--- config.mk ---
export PLATFORM = sky130hd
export DESIGN_NAME = mbus_tx_arbiter
export DESIGN_NICKNAME = d
export VERILOG_FILES = /design/src/rtl/mbus_tx_arbiter_pkg.sv /design/src/rtl/mbus_tx_rr_pick.sv /design/src/rtl/mbus_tx_arbiter.sv
export SDC_FILE = /design/constraint.sdc
export NUM_CORES = 1
export LEC_CHECK = 0
export CAP_MARGIN = 20
export CORE_ASPECT_RATIO = 1.1
export CORE_MARGIN = 10
export CORE_UTILIZATION = 31
export CTS_CLUSTER_DIAMETER = 150
export DETAILED_ROUTE_END_ITERATION = 7
export GPL_TIMING_DRIVEN = 0
export PLACE_DENSITY_LB_ADDON = 0.1
export RECOVER_POWER = 25
export SLEW_MARGIN = 20
export SYNTH_ARGS = -nofsm -noshare
export SYNTH_HDL_FRONTEND = slang
export SYNTH_SLANG_ARGS = --single-unit
--- constraint.sdc ---
create_clock -name clk -period 2.5 [get_ports clk]
set_input_delay 0.25 -clock clk [delete_from_list [all_inputs] [get_ports clk]]
set_output_delay 0.25 -clock clk [all_outputs]
set_load 0.02 [all_outputs]
--- src/rtl/mbus_tx_arbiter_pkg.sv ---
// rtl/mbus_tx_arbiter_pkg.sv - shared state and owner encodings for the MBus TX arbiter
package mbus_tx_arbiter_pkg;

    typedef enum logic [2:0] {
        ST_IDLE   = 3'd0,
        ST_REQ    = 3'd1,
        ST_ACK    = 3'd2,
        ST_RESULT = 3'd3,
        ST_RESP   = 3'd4
    } arb_state_e;

    // One-hot grant as seen on arb_owner
    localparam logic [1:0] OWN_NONE = 2'b00;
    localparam logic [1:0] OWN_R0   = 2'b01;
    localparam logic [1:0] OWN_R1   = 2'b10;

endpackage

--- src/rtl/mbus_tx_rr_pick.sv ---
// rtl/mbus_tx_rr_pick.sv - combinational two-way winner pick, round-robin or fixed priority
module mbus_tx_rr_pick
    import mbus_tx_arbiter_pkg::*;
#(
    parameter int RR_EN = 1
) (
    input  logic [1:0] req_i,
    input  logic       rr_ptr_i,
    output logic [1:0] grant_o
);

    // rr_ptr_i = 1 favours r1 on a tie; only consulted when both request
    always_comb begin
        grant_o = OWN_NONE;
        if (req_i == 2'b11) begin
            grant_o = ((RR_EN != 0) && rr_ptr_i) ? OWN_R1 : OWN_R0;
        end else if (req_i[0]) begin
            grant_o = OWN_R0;
        end else if (req_i[1]) begin
            grant_o = OWN_R1;
        end
    end

endmodule

--- src/rtl/mbus_tx_arbiter.sv ---
// rtl/mbus_tx_arbiter.sv - shares the MBus master TX port between two requesters with
// transaction-level grant locking and a response watchdog
module mbus_tx_arbiter
    import mbus_tx_arbiter_pkg::*;
#(
    parameter int RR_EN  = 1,
    parameter int TO_W   = 16,
    parameter int TO_CYC = 50000
) (
    input  logic        clk,
    input  logic        reset,
    input  logic [31:0] r0_txaddr,
    input  logic [31:0] r0_txdata,
    input  logic        r0_txreq,
    input  logic        r0_txpend,
    output logic        r0_txack,
    output logic        r0_txsucc,
    output logic        r0_txfail,
    input  logic        r0_txresp_ack,
    input  logic [31:0] r1_txaddr,
    input  logic [31:0] r1_txdata,
    input  logic        r1_txreq,
    input  logic        r1_txpend,
    output logic        r1_txack,
    output logic        r1_txsucc,
    output logic        r1_txfail,
    input  logic        r1_txresp_ack,
    output logic [31:0] mbus_txaddr,
    output logic [31:0] mbus_txdata,
    output logic        mbus_txreq,
    output logic        mbus_txpend,
    input  logic        mbus_txack,
    input  logic        mbus_txsucc,
    input  logic        mbus_txfail,
    output logic        mbus_txresp_ack,
    output logic [1:0]  arb_owner,
    output logic        arb_timeout
);

    localparam logic [TO_W-1:0] TO_LAST = TO_W'(TO_CYC - 1);

    arb_state_e      state_q, state_d;
    logic [1:0]      owner_q, owner_d;
    logic            pend_q, pend_d;
    logic            rr_q, rr_d;
    logic [TO_W-1:0] wd_q, wd_d;
    logic            synth_fail_q, synth_fail_d;
    logic            timeout_q, timeout_d;

    logic [1:0]      pick;
    logic            own_req, own_pend, own_resp_ack;
    logic            fwd, resp;

    mbus_tx_rr_pick #(.RR_EN(RR_EN)) u_pick (
        .req_i    ({r1_txreq, r0_txreq}),
        .rr_ptr_i (rr_q),
        .grant_o  (pick)
    );

    assign own_req      = (owner_q[0] & r0_txreq)      | (owner_q[1] & r1_txreq);
    assign own_pend     = (owner_q[0] & r0_txpend)     | (owner_q[1] & r1_txpend);
    assign own_resp_ack = (owner_q[0] & r0_txresp_ack) | (owner_q[1] & r1_txresp_ack);

    always_ff @(posedge clk or posedge reset) begin
        if (reset) begin
            state_q      <= ST_IDLE;
            owner_q      <= OWN_NONE;
            pend_q       <= 1'b0;
            rr_q         <= 1'b0;
            wd_q         <= '0;
            synth_fail_q <= 1'b0;
            timeout_q    <= 1'b0;
        end else begin
            state_q      <= state_d;
            owner_q      <= owner_d;
            pend_q       <= pend_d;
            rr_q         <= rr_d;
            wd_q         <= wd_d;
            synth_fail_q <= synth_fail_d;
            timeout_q    <= timeout_d;
        end
    end

    always_comb begin
        state_d      = state_q;
        owner_d      = owner_q;
        pend_d       = pend_q;
        rr_d         = rr_q;
        wd_d         = '0;
        synth_fail_d = synth_fail_q;
        timeout_d    = 1'b0;
        case (state_q)
            ST_IDLE: begin
                if (pick != OWN_NONE) begin
                    owner_d = pick;
                    state_d = ST_REQ;
                end
            end
            ST_REQ: begin
                if (mbus_txack) begin
                    pend_d  = own_pend;
                    state_d = ST_ACK;
                end
            end
            ST_ACK: begin
                if (!mbus_txack) begin
                    state_d = pend_q ? ST_REQ : ST_RESULT;
                end
            end
            ST_RESULT: begin
                if (mbus_txsucc || mbus_txfail) begin
                    state_d = ST_RESP;
                end else if ((TO_CYC != 0) && (wd_q == TO_LAST)) begin
                    timeout_d    = 1'b1;
                    synth_fail_d = 1'b1;
                    state_d      = ST_RESP;
                end else begin
                    wd_d = wd_q + 1'b1;
                end
            end
            ST_RESP: begin
                // A synthesized fail is held until the owner acknowledges it
                if (own_resp_ack) begin
                    synth_fail_d = 1'b0;
                end
                if (!mbus_txsucc && !mbus_txfail && !synth_fail_q && !own_resp_ack) begin
                    state_d      = ST_IDLE;
                    owner_d      = OWN_NONE;
                    synth_fail_d = 1'b0;
                    rr_d         = (owner_q == OWN_R0);
                end
            end
            default: begin
                state_d = ST_IDLE;
                owner_d = OWN_NONE;
            end
        endcase
    end

    assign fwd  = (state_q == ST_REQ) || (state_q == ST_ACK);
    assign resp = (state_q == ST_RESP);

    always_comb begin
        mbus_txaddr = 32'h0;
        mbus_txdata = 32'h0;
        if (owner_q == OWN_R0) begin
            mbus_txaddr = r0_txaddr;
            mbus_txdata = r0_txdata;
        end else if (owner_q == OWN_R1) begin
            mbus_txaddr = r1_txaddr;
            mbus_txdata = r1_txdata;
        end
    end

    assign mbus_txreq      = fwd & own_req;
    assign mbus_txpend     = fwd & own_pend;
    assign mbus_txresp_ack = resp & own_resp_ack;
    assign r0_txack        = fwd & owner_q[0] & mbus_txack;
    assign r1_txack        = fwd & owner_q[1] & mbus_txack;
    assign r0_txsucc       = resp & owner_q[0] & mbus_txsucc;
    assign r1_txsucc       = resp & owner_q[1] & mbus_txsucc;
    assign r0_txfail       = resp & owner_q[0] & (mbus_txfail | synth_fail_q);
    assign r1_txfail       = resp & owner_q[1] & (mbus_txfail | synth_fail_q);
    assign arb_owner       = owner_q;
    assign arb_timeout     = timeout_q;

endmodule

== Word level (Yosys, flattened, before mapping) ==
Cells that the tools add are included.

* Add/sub/neg operators: 1
* Eq/ne operators: 16
* Muxes and demuxes: 30
* Bitwise gates (word level): 24
* Reduce and logical (&&, ||, !) cells: 18

{| class="wikitable"
|+ Operator list
! kind !! count
|-
| 32-bit 2-to-1 mux || 4
|-
| 16-bit 2-to-1 mux || 3
|-
| 1-bit AND || 19
|-
| 3-bit 2-to-1 mux || 6
|-
| 16-bit by 1-bit adder with 16-bit output, second input constant || 1
|-
| 16-bit equality test, second input constant || 1
|-
| 3-bit one-hot mux with 5 select lines || 1
|-
| 2-bit 2-to-1 mux || 7
|-
| 2-bit != test, second input constant || 5
|-
| 1-bit 2-to-1 mux || 7
|-
| 3-bit by 2-bit equality test with 1-bit output, second input constant || 2
|-
| 2-bit one-hot mux with 3 select lines || 1
|-
| 5-bit AND reduction || 1
|-
| 2-bit equality test, second input constant || 2
|-
| 1-bit zero test || 4
|-
| 1-bit bitwise OR || 4
|-
| 2-bit AND reduction || 2
|-
| 4-bit AND reduction || 1
|-
| 2-bit nonzero test || 2
|-
| 3-bit by 1-bit equality test with 1-bit output, second input constant || 1
|-
| 3-bit equality test, second input constant || 1
|-
| 1-bit logical AND || 3
|-
| 3-bit zero test || 1
|-
| 3-bit by 2-bit != test with 1-bit output, second input constant || 1
|-
| 8 further kinds || 9
|}

* Register bits after elaboration: 25
* Output and inout port bits: 76

== Depth between registers and ports, before layout ==
* Word-level depth: 6
* Depth in mapped cells: 7
* Mapped depth without buffers: 5

== Hierarchy ==
From an unflattened synthesis, not the netlist that was laid out.

* Cells, all modules: 231
* Area total of the unflattened synthesis: 1996.9 um^2

{| class="wikitable"
|+ Modules (own cells, without submodules)
! module !! times used !! cells each !! area each (um^2) !! seq. area each (um^2)
|-
| mbus_tx_arbiter || 1 || 228 || 1978.1 || 625.6
|-
| mbus_tx_rr_pick || 1 || 3 || 18.8 || 0.0
|}

== Worst setup path before layout ==
OpenSTA, ideal clock, no wires.

* Kind: reg2out
* Start point: reg owner_q[0] (netlist: arb_owner[0])
* End point: out mbus_txaddr[0]
* Arrival time: 1.702 ns
* Data required time: 2.250 ns
* Slack: 0.548 ns
* Stages on the path, launching flop included: 6
* Path buffers: 3
* Cell sequence: dfrtp_1 > clkbuf_1 > nor2b_1 > clkbuf_1 > buf_1 > a22o_1

* Word-level cells in the longest chain between the ends: 3
* Elaborated cells on any way between the ends: 4

{| class="wikitable"
|+ Ends and longest elaborated chain
! item !! line !! RTL
|-
| start: declaration || mbus_tx_arbiter.sv:43 || <nowiki>logic [1:0] owner_q, owner_d;</nowiki>
|-
| start signal: assignment || mbus_tx_arbiter.sv:75 || <nowiki>owner_q <= owner_d;</nowiki>
|-
| 2-bit equality test || mbus_tx_arbiter.sv:149 || <nowiki>end else if (owner_q == OWN_R1) begin</nowiki>
|-
| 32-bit 2-to-1 mux || mbus_tx_arbiter.sv:149 ||
|-
| 32-bit 2-to-1 mux (*) || mbus_tx_arbiter.sv:146 || <nowiki>if (owner_q == OWN_R0) begin</nowiki>
|-
| end: declaration || mbus_tx_arbiter.sv:28 || <nowiki>output logic [31:0] mbus_txaddr,</nowiki>
|}

Mark *: on every way between the ends. The rest lies on a longest branch, timed or not.

== Final worst setup path ==
* Start point: reg state_q[1]
* End point: out r1_txsucc

* Word-level cells in the longest chain between the ends: 3

{| class="wikitable"
|+ Ends and longest elaborated chain
! item !! line !! RTL
|-
| start: declaration || mbus_tx_arbiter.sv:42 || <nowiki>arb_state_e state_q, state_d;</nowiki>
|-
| start signal: assignment || mbus_tx_arbiter.sv:74 || <nowiki>state_q <= state_d;</nowiki>
|-
| 3-bit equality test || mbus_tx_arbiter.sv:141 || <nowiki>assign resp = (state_q == ST_RESP);</nowiki>
|-
| 1-bit AND (2 in a row) || mbus_tx_arbiter.sv:161 || <nowiki>assign r1_txsucc = resp & owner_q[1] & mbus_txsucc;</nowiki>
|-
| end: declaration || mbus_tx_arbiter.sv:25 || <nowiki>output logic r1_txsucc,</nowiki>
|}

Every way passes these cells.

==> impl_metrics.env <==
export IMPL_ys_seq_elements=25
export IMPL_drcViolationCount=0
export IMPL_tritoncts="built"
export IMPL_cp_slowest_cell="clkdlybuf4s50_1"
export IMPL_status="completed"
export IMPL_core_um2=6160
export IMPL_die_area_um2=9870
export IMPL_path_clk_slew_ns=0.09
export IMPL_worstPathArrival_ns=2.15
export IMPL_p_total_uw=3570
export IMPL_dpl_cell_area_um2=4190
export IMPL_cts_buffers=3
export IMPL_slowest_delay_ns=0.63
export IMPL_crit_chain="clkbuf_1 > nor3b_4 > and3_1 > clkdlybuf4s50_1"
export IMPL_avgViaCountPerCell=5.29
export IMPL_yosysWarnings=0
export IMPL_ys_flop_type="dfrtp_1"
export IMPL_design_area_um2=4360
export IMPL_drt_iter0_drc=90
export IMPL_wl_met1_um=4390
export IMPL_fin_crit_ns=2.40
export IMPL_die_w_um=95.7
export IMPL_nets=578
export IMPL_grt_max_degree=26
export IMPL_synth_edf_count=0
export IMPL_synthArstFlopShare_pct=100
export IMPL_synth_common_cells="a22o_1, nor2_1, dfrtp_1"
export IMPL_grtUsageTotal_pct=21.7
export IMPL_setup_worst_path_class="reg -> out"
export IMPL_clock_sinks=25
export IMPL_slew_headroom_pct=37.5
export IMPL_yosysSeqAreaShare_pct=32.1
export IMPL_root_buffer="clkbuf_8"
export IMPL_synth_largest_area_cell="dfrtp_1"
export IMPL_hp_class="reg -> reg"
export IMPL_drive_above_1_share_pct=6.18
export IMPL_path_buf_inv=2
export IMPL_clock_path_buffers=2
export IMPL_finalSetupViolCount=0
export IMPL_drt_total_wl_um=12200
export IMPL_post_drt_wl_per_cell_um=23.6
export IMPL_syn_area_um2=1950
export IMPL_ir_worst_vdd_v=0.000413
export IMPL_grt_overflow=0
export IMPL_layout_cells_non_filler=517
export IMPL_firstDrtPassIters=4
export IMPL_io_buffer_count=214
export IMPL_dp_hpwl_um=10400
export IMPL_syn_area_per_cell_um2=8.83
export IMPL_crit_fanout=9
export IMPL_place_gp_congestion=0.927
export IMPL_vias=2736
export IMPL_antenna_found_initial=1
export IMPL_fmax_mhz=416
export IMPL_start_util_pct=31.7
export IMPL_clk_latency_ns=0.27
export IMPL_fillers=527
export IMPL_ios=215
export IMPL_synth_cell_type_count=38
export IMPL_layout_area_overhead_vs_synth_pct=124
export IMPL_rows=30
export IMPL_dp_cells=515
export IMPL_ant_nets=0
export IMPL_worstMarginPinSlew_ns=0.937
export IMPL_min_period_over_period_pct=96.2
export IMPL_synth_top_area_share_pct=32.1
export IMPL_post_cts_buffers=0
export IMPL_syn_num_nets=361
export IMPL_final_hold_violation_count=0
export IMPL_grt_pass1_vias=2725
export IMPL_wl_met3_um=1300
export IMPL_synth_cells=221
export IMPL_htree_num_levels=1
export IMPL_antenna_cells=0
export IMPL_cp_start_kind="flop"
export IMPL_cellPowerDensity_nw_per_um2=817
export IMPL_wl_met2_um=6430
export IMPL_fin_skew_ns=0.00362
export IMPL_slew_viol_final=0
export IMPL_cp_top_family="buffers and inverters"
export IMPL_timing_critical_path_required_ns=2.25
export IMPL_dr_max_layer_used="met4"
export IMPL_synth_area_leaders="dfrtp_1, a22o_1, nor2_1, xor2_1, xnor2_1"
export IMPL_grt_pass1_wl_um=16500
export IMPL_yosysMostFrequentCell="a22o_1"
export IMPL_crit_path_end_kind="primary output"
export IMPL_p_leak_uw=0.00219
export IMPL_maxCapViolCount=0
export IMPL_die_height_um=103
==> flip-flops by register name (all words and copies together), names as in the netlist <==
name and count:
wd_q 16, synth_fail_q 1, arb_owner 2, rr_q 1
state_q 3, arb_timeout 1, pend_q 1
==> cell families (layout without fill, tap and decap cells) <==
| group | count (synthesis) | in the layout | share of synthesized area (%) |
|---|---|---|---|
| AO/OA/AOI/OAI | 79 | 79 | 34.4 |
| XOR/XNOR | 15 | 15 | 6.73 |
| adder cells (fa/ha/maj) | 1 | 1 | 0.641 |
| buffers and inverters | 24 | 240 | 4.68 |
| flip-flops | 25 | 25 | 32.1 |
| multiplexers | 1 | 1 | 0.577 |
| AND/OR/NAND/NOR | 76 | 76 | 20.9 |
==> stage by stage <==
step / worst slack (ns) / hold slack, ns / utilization [%] / TNS (ns)
after detailed placement: -0.259 / 0.482 / 68.1 / -11.74
final: 0.0960 / 0.492 / 70.9 / 0
after global routing: -0.00681 / 0.511 / 70.9 / -0.0146
after CTS: 0.0131 / 0.494 / 69.1 / 0
after global placement: -0.232 / 0.472 / 68.1 / -8.82
after floorplan: 0.548 / 0.277 / - / 0
==> path summary, 6_finish.rpt <==
check | startpoint | end | slack, ns | cells past startpoint
max | state_q[1]$_DFFE_PP0P_ | r1_txsucc | 0.1 | 4
min | wd_q[0]$_DFF_PP0_ | wd_q[0]$_DFF_PP0_ | 0.49 | 1
max reg2reg | wd_q[10]$_DFF_PP0_ | wd_q[11]$_DFF_PP0_ | 0.63 | 6
min reg2reg | wd_q[0]$_DFF_PP0_ | wd_q[0]$_DFF_PP0_ | 0.49 | 1
max in group asynchronous | reset | arb_owner[0]$_DFFE_PP0P_ | 1.25 | 2
min in group asynchronous | reset | state_q[1]$_DFFE_PP0P_ | 0.62 | 2
==> placed cells by master (no fill, tap or decap), drive strengths merged, types with 4 or more instances in the layout <==
master         instances
clkdlybuf4s50        182
a22o                  65
dlymetal6s2s          31
nor2                  29
dfrtp                 25
clkbuf                16
nand2                 10
xor2                   8
xnor2                  7
and3                   6
buf                    6
nand4                  6
inv                    4
nand3                  4
==> timing repair <==
action	CTS	global route
endpoints found under the setup margin	69	65
pin swaps	0	0
hold buffers	0	0
resized for setup	16	48
==> power breakdown <==
part	total [µW]	switching [µW]	internal (µW)	leakage (µW)
Sequential	519	60.1	458	0.000338
Combinational	2800	1430	1370	0.00182
Clock	242	128	114	0.0000228
==> worst register-to-register path, delay by kind of cell, from the launching register on <==
family / cells / cell delay (ns)
buffers and inverters: 2 / 0.57
flip-flops: 1 / 0.44
AND/OR/NAND/NOR: 4 / 0.73
==> cell type report <==
class	count	area, µm²	share of cell area [%]
timing repair buffer	214	2220	50.9
tap	80	100	2.29
buffer	18	106	2.44
sequential	25	628	14.4
inverter	4	15.0	0.344
multi-input combinational	172	1250	28.6
clock buffer	4	45.0	1.03
==> per-layer routing <==
layer	GRT usage, %	up-vias
met1	22.9	1310
met4	2.72	0
met2	40.3	137
li1	-	1282
met5	0	-
met3	8.74	7
(Power assumes the default switching activity.)
